===== src/rtl/btn_debounce_pkg.sv =====
// Shared constants for the button conditioning path: clock rate, default timing, pin polarity.
package btn_debounce_pkg;

    localparam int   CLK_HZ              = 50_000_000;
    localparam int   DEBOUNCE_CYCLES_DEF = CLK_HZ / 50;  // 20 ms
    localparam int   LONG_CYCLES_DEF     = CLK_HZ;       // 1 s
    localparam int   CNT_W_DEF           = 20;
    localparam int   HOLD_W_DEF          = 26;
    localparam logic BTN_PRESSED         = 1'b0;

endpackage


===== src/rtl/btn_debounce_sync_2ff.sv =====
// Two-flop synchroniser for asynchronous pins; output lags the pin by two clk edges.
// Reset value is parameterised so an idle pin does not look active coming out of reset.
module btn_debounce_sync_2ff #(
    parameter int   WIDTH   = 1,
    parameter logic RST_VAL = 1'b1
) (
    input  logic             clk_i,
    input  logic             rst_n_i,
    input  logic [WIDTH-1:0] d_i,
    output logic [WIDTH-1:0] q_o
);

    logic [WIDTH-1:0] s1_q;
    logic [WIDTH-1:0] s2_q;

    always_ff @(posedge clk_i or negedge rst_n_i) begin
        if (!rst_n_i) begin
            s1_q <= {WIDTH{RST_VAL}};
            s2_q <= {WIDTH{RST_VAL}};
        end else begin
            s1_q <= d_i;
            s2_q <= s1_q;
        end
    end

    assign q_o = s2_q;

endmodule


===== src/rtl/btn_debounce.sv =====
// Debounces an active-low raw button into a level, press/release/long-press pulses and a direction toggle.
// Latency: pin change to pressed_o is 2 + DEBOUNCE_CYCLES edges; outputs are fire-and-forget pulses.
module btn_debounce
    import btn_debounce_pkg::*;
#(
    parameter int DEBOUNCE_CYCLES = DEBOUNCE_CYCLES_DEF,
    parameter int LONG_CYCLES     = LONG_CYCLES_DEF,
    parameter int CNT_W           = CNT_W_DEF,
    parameter int HOLD_W          = HOLD_W_DEF
) (
    input  logic clk_i,
    input  logic rst_n_i,
    input  logic btn_n_i,
    output logic pressed_o,
    output logic press_o,
    output logic release_o,
    output logic long_press_o,
    output logic dir_o
);

    localparam logic [CNT_W-1:0]  DB_LAST   = CNT_W'(DEBOUNCE_CYCLES - 1);
    localparam logic [HOLD_W-1:0] HOLD_MAX  = HOLD_W'(LONG_CYCLES);
    localparam logic [HOLD_W-1:0] HOLD_LAST = HOLD_W'(LONG_CYCLES - 1);

    logic btn_n_s;

    btn_debounce_sync_2ff #(
        .WIDTH   (1),
        .RST_VAL (1'b1)
    ) u_sync (
        .clk_i   (clk_i),
        .rst_n_i (rst_n_i),
        .d_i     (btn_n_i),
        .q_o     (btn_n_s)
    );

    logic              db_n_q, db_n_d;
    logic [CNT_W-1:0]  cnt_q, cnt_d;
    logic [HOLD_W-1:0] hold_q, hold_d;
    logic              press_q, press_d;
    logic              release_q, release_d;
    logic              long_q, long_d;
    logic              dir_q, dir_d;
    logic              flip, fall, rise;

    always_comb begin
        flip      = (btn_n_s != db_n_q) && (cnt_q == DB_LAST);
        fall      = flip && (db_n_q != BTN_PRESSED);
        rise      = flip && (db_n_q == BTN_PRESSED);
        db_n_d    = flip ? btn_n_s : db_n_q;
        press_d   = fall;
        release_d = rise;
        dir_d     = dir_q ^ fall;

        // Any return to the settled level restarts qualification.
        if ((btn_n_s == db_n_q) || flip) begin
            cnt_d = '0;
        end else begin
            cnt_d = cnt_q + CNT_W'(1);
        end

        // A release landing on the completing cycle suppresses long_press.
        hold_d = hold_q;
        long_d = 1'b0;
        if ((db_n_q != BTN_PRESSED) || rise) begin
            hold_d = '0;
        end else if (hold_q != HOLD_MAX) begin
            hold_d = hold_q + HOLD_W'(1);
            long_d = (hold_q == HOLD_LAST);
        end
    end

    always_ff @(posedge clk_i or negedge rst_n_i) begin
        if (!rst_n_i) begin
            db_n_q    <= 1'b1;
            cnt_q     <= '0;
            hold_q    <= '0;
            press_q   <= 1'b0;
            release_q <= 1'b0;
            long_q    <= 1'b0;
            dir_q     <= 1'b0;
        end else begin
            db_n_q    <= db_n_d;
            cnt_q     <= cnt_d;
            hold_q    <= hold_d;
            press_q   <= press_d;
            release_q <= release_d;
            long_q    <= long_d;
            dir_q     <= dir_d;
        end
    end

    assign pressed_o    = (db_n_q == BTN_PRESSED);
    assign press_o      = press_q;
    assign release_o    = release_q;
    assign long_press_o = long_q;
    assign dir_o        = dir_q;

endmodule


===== config.mk =====
export PLATFORM = sky130hd
export DESIGN_NAME = btn_debounce
export DESIGN_NICKNAME = d
export VERILOG_FILES = /design/src/rtl/btn_debounce_pkg.sv /design/src/rtl/btn_debounce_sync_2ff.sv /design/src/rtl/btn_debounce.sv
export SDC_FILE = /design/constraint.sdc
export NUM_CORES = 1
export LEC_CHECK = 0
export ABC_CLOCK_PERIOD_IN_PS = 5700
export BUFFER_PORTS_ARGS = -buffer_cell sky130_fd_sc_hd__buf_2
export CAP_MARGIN = 15
export CORE_MARGIN = 1
export CORE_UTILIZATION = 56
export DETAILED_ROUTE_END_ITERATION = 10
export GPL_TIMING_DRIVEN = 0
export PLACE_DENSITY = 0.8
export SETUP_SLACK_MARGIN = 0.05
export SLEW_MARGIN = 20
export SYNTH_ARGS = -nofsm -noshare
export SYNTH_HDL_FRONTEND = slang
export SYNTH_HIERARCHICAL = 1
export SYNTH_SLANG_ARGS = --single-unit

===== constraint.sdc =====
create_clock -name clk_i -period 5.7 [get_ports clk_i]
set_clock_uncertainty 0.15 [all_clocks]
set_input_delay 0.285 -clock clk_i [delete_from_list [all_inputs] [get_ports clk_i]]
set_output_delay 0.285 -clock clk_i [all_outputs]
set_load 0.005 [all_outputs]

; ---- Word-level counts from Yosys, hierarchy flattened
; Index checks and enable logic that the tools add are counted.
[totals]
regBits = 53
inputBits = 3
out_inout_bits = 5
word_cells = 29
[op_classes]
n_addsub = 2
eq_ne = 5
muxes = 5
n_bitwise = 2
n_reduce_logical = 6
[op_table]
columns = operator, n
row1 = two-way mux 26 bit, 2
row2 = "adder 26 x 1 -> 26 bit, second input constant", 1
row3 = "equality test 26 bit, second input constant", 1
row4 = "inequality test 26 bit, second input constant", 1
row5 = "adder 20 x 1 -> 20 bit, second input constant", 1
row6 = "equality test 20 bit, second input constant", 1
row7 = two-way mux 20 bit, 1
row8 = logical AND 1 bit, 3
row9 = logical OR 1 bit, 2
row10 = two-way mux 1 bit, 2
row11 = nonzero test 2 bit, 1
row12 = equality test 1 bit, 1
row13 = inequality test 1 bit, 1
row14 = inverter 1 bit, 1
row15 = XOR 1 bit, 1

; ---- Longest topological paths before layout
; Gate-level depths: netlist of the first run.
[logic_depth]
ltp_word = 5
ltp_mapped = 8
depth_no_buf = 7

; ---- By module
; Netlist of the first run, hierarchy kept.
[by_module_without_submodules]
columns = module, instances, cells_each, area_each_um2, seq_area_each_um2
row1 = btn_debounce, 1, 250, 2513.7, 1277.5
row2 = btn_debounce_sync_2ff, 1, 2, 52.6, 52.6

; ---- Least setup slack after synthesis of the first run
; Ideal clock, no wire load.
[synth_timing]
path_kind = register to register
startpoint = register cnt_q[7]
endpoint = register hold_q[0]
setup_ns = 0.119
arrival_ns = 1.850
required_time_ns = 5.431
slack_ns = 3.581
path_stages_with_launch = 8
path_buffers = 2
synth_period_minus_slack_ns = 2.119
path_cell_list = dfrtp_1 -> nor4b_1 -> nand2_1 -> or4_4 -> buf_6 -> o21ai_4 -> buf_6 -> nor2_1
[synth_between]
elab_chain_cells = 5
word_cells_on_any_way = 6
cone_classes = 1 x eq/ne / 1 x mux / 4 x reduce/logical
[synth_rtl]
columns = item, line_no
row1 = "start, declared", btn_debounce.sv:38  ; logic [CNT_W-1:0] cnt_q, cnt_d;
row2 = "start signal, assigned", btn_debounce.sv:84  ; cnt_q <= cnt_d;
row3 = equality test 20 bit *, btn_debounce.sv:47  ; flip = (btn_n_s != db_n_q) && (cnt_q == DB_LAST);
row4 = logical AND 1 bit *, btn_debounce.sv:47
row5 = logical AND 1 bit *, btn_debounce.sv:49  ; rise = flip && (db_n_q == BTN_PRESSED);
row6 = logical OR 1 bit *, btn_debounce.sv:65  ; if ((db_n_q != BTN_PRESSED) || rise) begin
row7 = two-way mux 26 bit or nonzero test 2 bit (tied branches), n/a
row8 = "end signal, assigned", btn_debounce.sv:85  ; hold_q <= hold_d;
row9 = "end, declared", btn_debounce.sv:39  ; logic [HOLD_W-1:0] hold_q, hold_d;
; Every way passes the cells marked *; elsewhere a longest branch is shown, timed or not.
; A chain may end at the register's enable or synchronous reset.

; ---- Final worst setup path of the first run
[layout_timing]
startpoint = register cnt_q[7]
endpoint = register hold_q[24]
; Same word-level chain as after synthesis.

==> qor.log, run 1 <==
qor: critical_path.critPathLaunchType flop
qor: cts.cts-buffers-inserted 5
qor: global_route.grt_use_total 0.195
qor: critical_path.critical_path_required 5740 ps
qor: cts.cts_root_buffer clkbuf_8
qor: route.firstDrtPassIters 4
qor: power_and_ir_drop.static-leakage-power 0.00125 uW
qor: logic_synthesis.syn_area 2570 sq um
qor: outcome.outcome complete, no violations
qor: cells_and_area.flow.area_growth_from_synthesis 9.22%
qor: worst_hold_path.hold_path_class flop to flop
qor: route.drt-wirelength-per-cell 13.5 microns
qor: global_route.grt_pass1_wl 7610 microns
qor: global_route.grt_antenna_before_repair 0
qor: logic_synthesis.post_synthesis_area_per_instance 10.2 sq um
qor: timing.max_slew_margin 0.502
qor: logic_synthesis.yosysTopAreaCell dfrtp_1
qor: logic_synthesis.synth.lib_cells_used.distinct 32
qor: cells_and_area.finalInstanceArea 2800 sq um
qor: logic_synthesis.post_synth_main_area_contributors dfrtp_1 (49%), xor2_1 (9.2%), nor2_1 (7.5%)
qor: route.detail_route.iter0.violations 44
qor: logic_synthesis.ys_ff_latch 53
qor: logic_synthesis.async_reset_ff_frac 1.00
qor: timing.final_hold_viol_count 0
qor: route.detailroute.via_count 1782
qor: logic_synthesis.postSynthCellCount 252
qor: floorplanning.placementRows 24
qor: global_route.grt_overflow 0
qor: logic_synthesis.synth.yosys.seq_area_share 0.518
qor: cells_and_area.antenna_cells 0
qor: floorplanning.core_region_area 4380 sq um
qor: run.max_cap_violations 0
qor: cts.cts-htree-levels 2
qor: floorplanning.ports 8
qor: timing.timing.final.crit_period 2330 ps
qor: cells_and_area.nNetsFinal 274
qor: global_route.grt_pass1_vias 1761
qor: global_route.m2_gr_usage 0.321
qor: placement.port_buffers 7
qor: cells_and_area.nFillCells 353
qor: route.detail_route.vias_per_cell 5.55
qor: global_route.grtUsageMet1 0.245
qor: power_and_ir_drop.power_density 231 nW/um^2
qor: critical_path.worstPathMaxFanout 10
qor: logic_synthesis.synth.yosys.warnings 6
qor: timing.finalCritPeriodShare 0.409
qor: timing.highest_clock_rate 0.429 GHz
qor: logic_synthesis.synth_edf_count 0
qor: cts.clock_tree_buffer_depth 2
qor: global_route.grt.busiest_layer met2
qor: logic_synthesis.yosysTopAreaCellShare 0.488
qor: timing.aggregate_negative_setup_slack 0 ps
qor: power_and_ir_drop.vdd_ir_drop_max 0.160 mV
qor: timing.final-max-slew-violation-count 0
qor: route.route.final.wire_length 4340 microns
qor: floorplanning.initial_utilization 0.585
qor: cells_and_area.drive_gt1_frac 0.115
qor: floorplanning.die-area 4860 sq um
qor: timing.rsz0062_at_grt no
qor: placement.post_dp_cell_area 2680 sq um
qor: floorplanning.die_w 69.7 microns
qor: timing.final-setup-viol-count 0
qor: critical_path.crit_path_end_kind flop
qor: timing.tightestPinTransition 740 ps
qor: route.antenna_left 0
qor: global_route.met3_usage 0.0451
qor: logic_synthesis.syn-num-nets 258
qor: placement.dp.final_hpwl 2940 microns
qor: cts.cts.sink_count 53
qor: critical_path.worst-setup-path-type flop to flop
qor: global_route.grt_max_degree 54
qor: cts.worst_setup_hold_path_clk_slew 90 ps
qor: logic_synthesis.synth_top_flop_cell dfrtp_1
qor: critical_path.crit_arrival 2370 ps
qor: route.post-route-drc-count 0
qor: floorplanning.dieHeight 69.7 microns
qor: cts.worst_skew_pair.late_latency 310 ps
qor: power_and_ir_drop.power.total 646 uW
qor: cts.tritoncts done
qor: placement.place_congestion 0.776
[cell usage in the layout (no fill, tap or decap), drive strengths merged]
master,instances
and2,2
nand4,11
o21ai,3
nor2,51
inv,7
dlygate4sd3,2
nor3,7
nor4,5
clkbuf,6
nor4b,3
dfrtp,50
nand2,15
or3,1
a21oi,2
nand2b,1
buf,12
bufinv,1
or3b,1
xnor2,16
nand3,21
and3,8
xor2,27
or4,1
ha,3
nand3b,1
and4,6
dfstp,3
or2,1
clkinv,1
mux2i,1
[report_power, final]
group | leakage [uW] | internal [uW] | switching (uW)
Clock | 0.0000552 | 130 | 119
Combinational | 0.000483 | 4.05 | 11.2
Sequential | 0.000713 | 379 | 2.49
[worst max-delay path, cell delays in order (launching register included)]
cell	delay [ps]
dfrtp_1	450
nor4b_1	320
nand2_1	90
or4_4	540
buf_6	150
o21ai_4	260
buf_6	200
nor2_1	60
[synthesized netlist by cell type, types with 6 or more instances]
cell type,instances
nor3_1,6
nand3_1,21
nor2_1,51
nand2_1,13
and3_1,8
and4_1,6
nand4_1,11
inv_1,7
dfrtp_1,50
xnor2_1,16
xor2_1,27
[through the flow]
stage	instances	worst slack, ps	hold slack, ps	utilization
after floorplan	252	3580	-161	-
after detailed placement	311	3370	205	0.610
final	321	3370	215	0.639
after global routing	321	3210	219	0.639
after CTS	321	3350	218	0.639
after global placement	311	3120	197	0.608
[final timing paths]
| path | from | endpoint | cells past startpoint | slack (ps) |
|---|---|---|---|---|
| worst max-delay path | cnt_q[7] | hold_q[24] | 7 | 3370 |
| worst min-delay path | u_sync/s1_q | u_sync/q_o | 0 | 210 |
| worst max register to register | cnt_q[7] | hold_q[24] | 7 | 3370 |
| worst min register to register | u_sync/s1_q | u_sync/q_o | 0 | 210 |
| max in group asynchronous | rst_n_i | hold_q[10] | 2 | 4580 |
| min in group asynchronous | rst_n_i | cnt_q[10] | 2 | 390 |
[flip-flops by register name, indices dropped and copies added (netlist names)]
signal / flops
dir_o: 1
db_n_q: 1
press_o: 1
cnt_q: 20
long_press_o: 1
hold_q: 26
u_sync/s1_q: 1
u_sync/q_o: 1
release_o: 1
[cells by family (layout without fill, tap and decap cells)]
| logic type | after synthesis | in the layout | synth area share |
|---|---|---|---|
| compound gates | 5 | 5 | 0.0141 |
| xor+xnor | 43 | 43 | 0.147 |
| fa+ha+maj | 3 | 3 | 0.0146 |
| buf+inv | 12 | 29 | 0.0307 |
| flops | 53 | 53 | 0.518 |
| mux | 1 | 1 | 0.00390 |
| simple gates | 135 | 135 | 0.272 |
[area by class of cell]
cell class,count,area [sq um],share of cell area
Sequential cell,53,1330,0.475
Multi-Input combinational cell,187,1160,0.415
Clock buffer,6,72.6,0.0259
Tap cell,52,65.1,0.0232
Timing Repair Buffer,9,57.6,0.0205
Buffer,5,52.6,0.0187
Clock inverter,2,35.0,0.0125
Inverter,7,26.3,0.00937
[metal layers]
layer	part of all wire	vias to the layer above
met5	0	-
li1	-	887
met3	0.023	6
met2	0.50	17
met4	0.013	0
met1	0.46	872
[timing repair]
item                                   in CTS  in global routing
endpoints found under the hold margin      51                  0
hold buffers                                2                  0
resized for setup                           0                  0
setup buffers                               0                  0
No activity file was read; power rests on OpenSTA's default activity.
==> run 2, diff against run 1 <==
--- a/config.mk
+++ b/config.mk
@@ -5,7 +5,8 @@
 export SDC_FILE = /design/constraint.sdc
 export NUM_CORES = 1
 export LEC_CHECK = 0
-export ABC_CLOCK_PERIOD_IN_PS = 5700
+export ABC_AREA = 1
+export ABC_CLOCK_PERIOD_IN_PS = 2300
 export BUFFER_PORTS_ARGS = -buffer_cell sky130_fd_sc_hd__buf_2
 export CAP_MARGIN = 15
 export CORE_MARGIN = 1
==> constraint.sdc (replaced) <==
create_clock -name clk_i -period 2.3 [get_ports clk_i]
set_clock_uncertainty 0.15 [all_clocks]
set_input_delay 0.115 -clock clk_i [delete_from_list [all_inputs] [get_ports clk_i]]
set_output_delay 0.115 -clock clk_i [all_outputs]
set_load 0.005 [all_outputs]
==> run 2 against run 1 <==
Core utilization rose by 0.14 points. Total power rose by 130%. Global-route usage rose by 4.9 points. Worst hold slack got worse by 5.0 ps. Fmax rose by 21%. Design area rose by 20%. Flip-flop and latch count did not move. Clock power rose by 110%. Wire length rose by 49%. Highest routed layer unchanged.
==> qor.log, run 2 <==
qor: outcome.outcome complete, no violations
qor: worst_hold_path.hold_path_class flop to flop
qor: timing.final-max-slew-violation-count 0 [unchanged]
qor: cells_and_area.antenna_cells 0 [unchanged]
qor: logic_synthesis.synth_most_common_cell nand2_1
qor: critical_path.worst-setup-path-type flop to flop
qor: logic_synthesis.yosys-mux-area-fraction 0 [-0.00390]
qor: timing.final_hold_viol_count 0 [unchanged]
qor: placement.dp.final_hpwl 4900 microns [+67%]
qor: floorplanning.die-area 5870 sq um [+21%]
qor: critical_path.reg2reg_to hold_q[24]
qor: timing.rsz0062_at_grt no
qor: critical_path.crit_arrival 2010 ps [-360 ps]
qor: logic_synthesis.synth.lib_cells_used.distinct 24 [-25%]
qor: cells_and_area.layout.area.seq 1330 sq um [unchanged]
qor: cells_and_area.drive_gt1_frac 0.105 [-0.0101]
qor: route.detailroute.via_count 2724 [+53%]
qor: timing.highest_clock_rate 0.520 GHz [+21%]
qor: cts.worst_skew_pair.late_latency 300 ps [about the same]
qor: logic_synthesis.synth_compound_gate_area_share 0.00802 [-0.00612]
qor: logic_synthesis.synth_edf_count 0 [unchanged]
qor: global_route.grt_use_total 0.244 [+0.0487]
qor: cts.cts-buffers-inserted 5 [unchanged]
qor: cts.worst_setup_hold_path_clk_slew 80 ps [about the same]
qor: route.route.final.wire_length 6470 microns [+49%]
qor: route.detail_route.iter0.violations 268 [+510%]
qor: cells_and_area.layout_commonest_cell nand2_1
qor: cts.cts_root_buffer clkbuf_8
qor: cts.cts-htree-levels 2 [unchanged]
qor: floorplanning.initial_utilization 0.596 [+0.0105]
qor: cts.cts.repair.resized 0 [unchanged]
qor: cells_and_area.top_register hold_q
qor: critical_path.r2r-start hold_q[0]
qor: logic_synthesis.post_synth_main_area_contributors dfrtp_1 (40%), nand2_1 (13%), nor2_1 (13%)
qor: logic_synthesis.yosysTopAreaCellShare 0.401 [-0.0866]
qor: timing.max_slew_margin 0.563 [+0.0608]
qor: cells_and_area.flip_flop_count_of_the_largest_register_after_layout 26 [unchanged]
qor: placement.port_buffers 7 [unchanged]
qor: route.antenna_left 0 [unchanged]
qor: global_route.grt_antenna_before_repair 0 [unchanged]
qor: timing.timing.final.crit_period 1920 ps [-407 ps]
qor: cts.clock_tree_buffer_depth 2 [unchanged]
qor: power_and_ir_drop.power_density 451 nW/um^2 [+96%]
qor: route.drt-wirelength-per-cell 12.5 microns [-7.5%]
qor: cts.post_cts_buffers 0 [unchanged]
qor: floorplanning.core_region_area 5240 sq um [+19%]
qor: cts.cts.sink_count 53 [unchanged]
qor: critical_path.ff2ff_setup_slack 380 ps [-2990 ps]
qor: critical_path.critPathLaunchType flop
qor: logic_synthesis.yosysTopAreaCell dfrtp_1
qor: logic_synthesis.async_reset_ff_frac 1.00 [unchanged]
qor: cts.hold_buf_cts 2 [unchanged]
qor: floorplanning.dieHeight 76.6 microns [+10%]
qor: logic_synthesis.synthXorXnorAreaFrac 0.0702 [-0.0766]
qor: floorplanning.ports 8 [unchanged]
qor: global_route.grt_max_degree 54 [unchanged]
qor: cells_and_area.nNetsFinal 452 [+65%]
qor: route.firstDrtPassIters 4 [unchanged]
qor: critical_path.critical_path_required 2390 ps [-3350 ps]
qor: run.max_cap_violations 0 [unchanged]
qor: critical_path.ff2ff_path_depth 9 [+2]
qor: global_route.grt_pass1_vias 2386 [+35%]
qor: logic_synthesis.synth_common_cells nand2_1 (110), nor2_1 (107), dfrtp_1 (50)
qor: worst_hold_path.hold-path-endpoint u_sync/q_o
qor: logic_synthesis.ys_ff_latch 53 [unchanged]
qor: floorplanning.die_w 76.6 microns [+10%]
qor: timing.final-setup-viol-count 0 [unchanged]
qor: logic_synthesis.synth_top_flop_cell dfrtp_1
qor: logic_synthesis.syn_area 3120 sq um [+22%]
qor: global_route.grt_pass1_wl 11200 microns [+47%]
qor: logic_synthesis.synth_top_family_by_area simple AND/OR/NAND/NOR gates
qor: power_and_ir_drop.power.total 1510 uW [+130%]
qor: worst_hold_path.min-delay-start u_sync/s1_q
qor: logic_synthesis.post_synth_and_or_nand_nor_area_fraction 0.421 [+0.149]
qor: logic_synthesis.synth.yosys.warnings 6 [unchanged]
qor: cells_and_area.nFillCells 471 [+33%]
qor: timing.finalCritPeriodShare 0.836 [+0.427]
qor: power_and_ir_drop.vdd_ir_drop_max 0.323 mV [+100%]
qor: floorplanning.placementRows 26 [+8.3%]
qor: route.post-route-drc-count 0 [unchanged]
qor: logic_synthesis.fraction_of_the_mapped_netlist_area_in_adder_cells 0.0120 [-0.00260]
qor: logic_synthesis.postSynthCellCount 430 [+71%]
qor: cts.tritoncts done
qor: route.detail_route.vias_per_cell 5.27 [-5.1%]
qor: logic_synthesis.post_synthesis_area_per_instance 7.26 sq um [-29%]
qor: timing.tightestPinTransition 655 ps [-85.0 ps]
qor: cells_and_area.largestRegisters hold_q (26), cnt_q (20)
qor: critical_path.setup.worst_path.start hold_q[0]
qor: worst_hold_path.timing.hold.worst_path_depth 0 [unchanged]
qor: critical_path.crit_path_end_kind flop
qor: logic_synthesis.synth.yosys.seq_area_share 0.426 [-0.0921]
qor: cells_and_area.commonest_cells_after_routing_fill_and_taps_aside nand2_1 (110), nor2_1 (107), dfrtp_1 (50)
qor: power_and_ir_drop.static-leakage-power 0.00143 uW [+14%]
qor: cells_and_area.flow.area_growth_from_synthesis 7.54%
qor: critical_path.worstPathMaxFanout 6 [-4]
qor: placement.place_congestion 1.01 [+30%]
qor: timing.aggregate_negative_setup_slack 0 ps [unchanged]
qor: logic_synthesis.syn-num-nets 436 [+69%]
qor: global_route.grt_overflow 0 [unchanged]
qor: cells_and_area.area_of_the_multi_input_gates 1600 sq um [+37%]
-- run 2: changes by cell type after synthesis, moves of 11 or more --
cell,before,now
nand2_1,13,110
nor2_1,51,107
inv_1,7,39
nand3_1,21,34
xor2_1,27,14
nor2_2,0,11
-- run 2: worst max path at each step --
stage / depth (start not counted) / slack (ps) / to
finish: 9 / 380 / hold_q[24]
global route: 9 / 220 / hold_q[24]
CTS: 9 / 370 / hold_q[24]
detailed placement: 9 / 410 / hold_q[24]
global placement: 7 / 450 / hold_q[16]
floorplan: 7 / 720 / hold_q[16]
-- run 2: area by class of cell --
cell class	count	share of cell area
Buffer	3	0.0101
Clock buffer	8	0.0268
Inverter	43	0.0481
Multi-Input combinational cell	331	0.475
Sequential cell	53	0.396
Tap cell	70	0.0261
Timing Repair Buffer	9	0.0172
-- run 2: layer usage --
layer | global-route usage | vias up | routed length (microns)
li1 | - | 1375 | -
met1 | 0.377 | 1269 | 3310
met2 | 0.345 | 66 | 2730
met3 | 0.0371 | 14 | 333
met4 | 0.0827 | 0 | 94
met5 | 0 | - | 0
-- run 2: per-stage QoR --
step	instance area [sq um]	hold WS [ps]	cells	worst slack, ps	util
2_1_floorplan	3120	-331	430	723	-
3_3_place_gp	3240	71.5	507	446	0.619
3_5_place_dp	3250	49.2	507	406	0.620
4_1_cts	3360	212	517	370	0.641
5_1_grt	3360	219	517	217	0.641
6_report	3360	210	517	378	0.641
-- run 2: critical path, stage by stage, from the launching register on --
cell and delay [ps]:
dfrtp_1 450, ha_1 320, nand2_1 140, nor2_4 170, nand2_2 110, nor2_2 220
nand3_1 100, nand2_1 70, nand2_1 50, nor2_1 80
-- run 2: report_power, final --
part	internal [uW]	switching (uW)	leakage [uW]
Sequential	938	6.26	0.000713
Combinational	10.7	30.3	0.000667
Clock	246	283	0.0000455
-- run 2: kinds of logic (layout without fill, tap and decap cells) --
| group | after synthesis | count (layout) |
|---|---|---|
| buffers and inverters | 46 | 63 |
| adders and majority gates | 3 | 3 |
| xor gates and xnor gates | 25 | 25 |
| and+or+nand+nor | 298 | 298 |
| AOI/OAI and AO/OA | 5 | 5 |
| DFF | 53 | 53 |
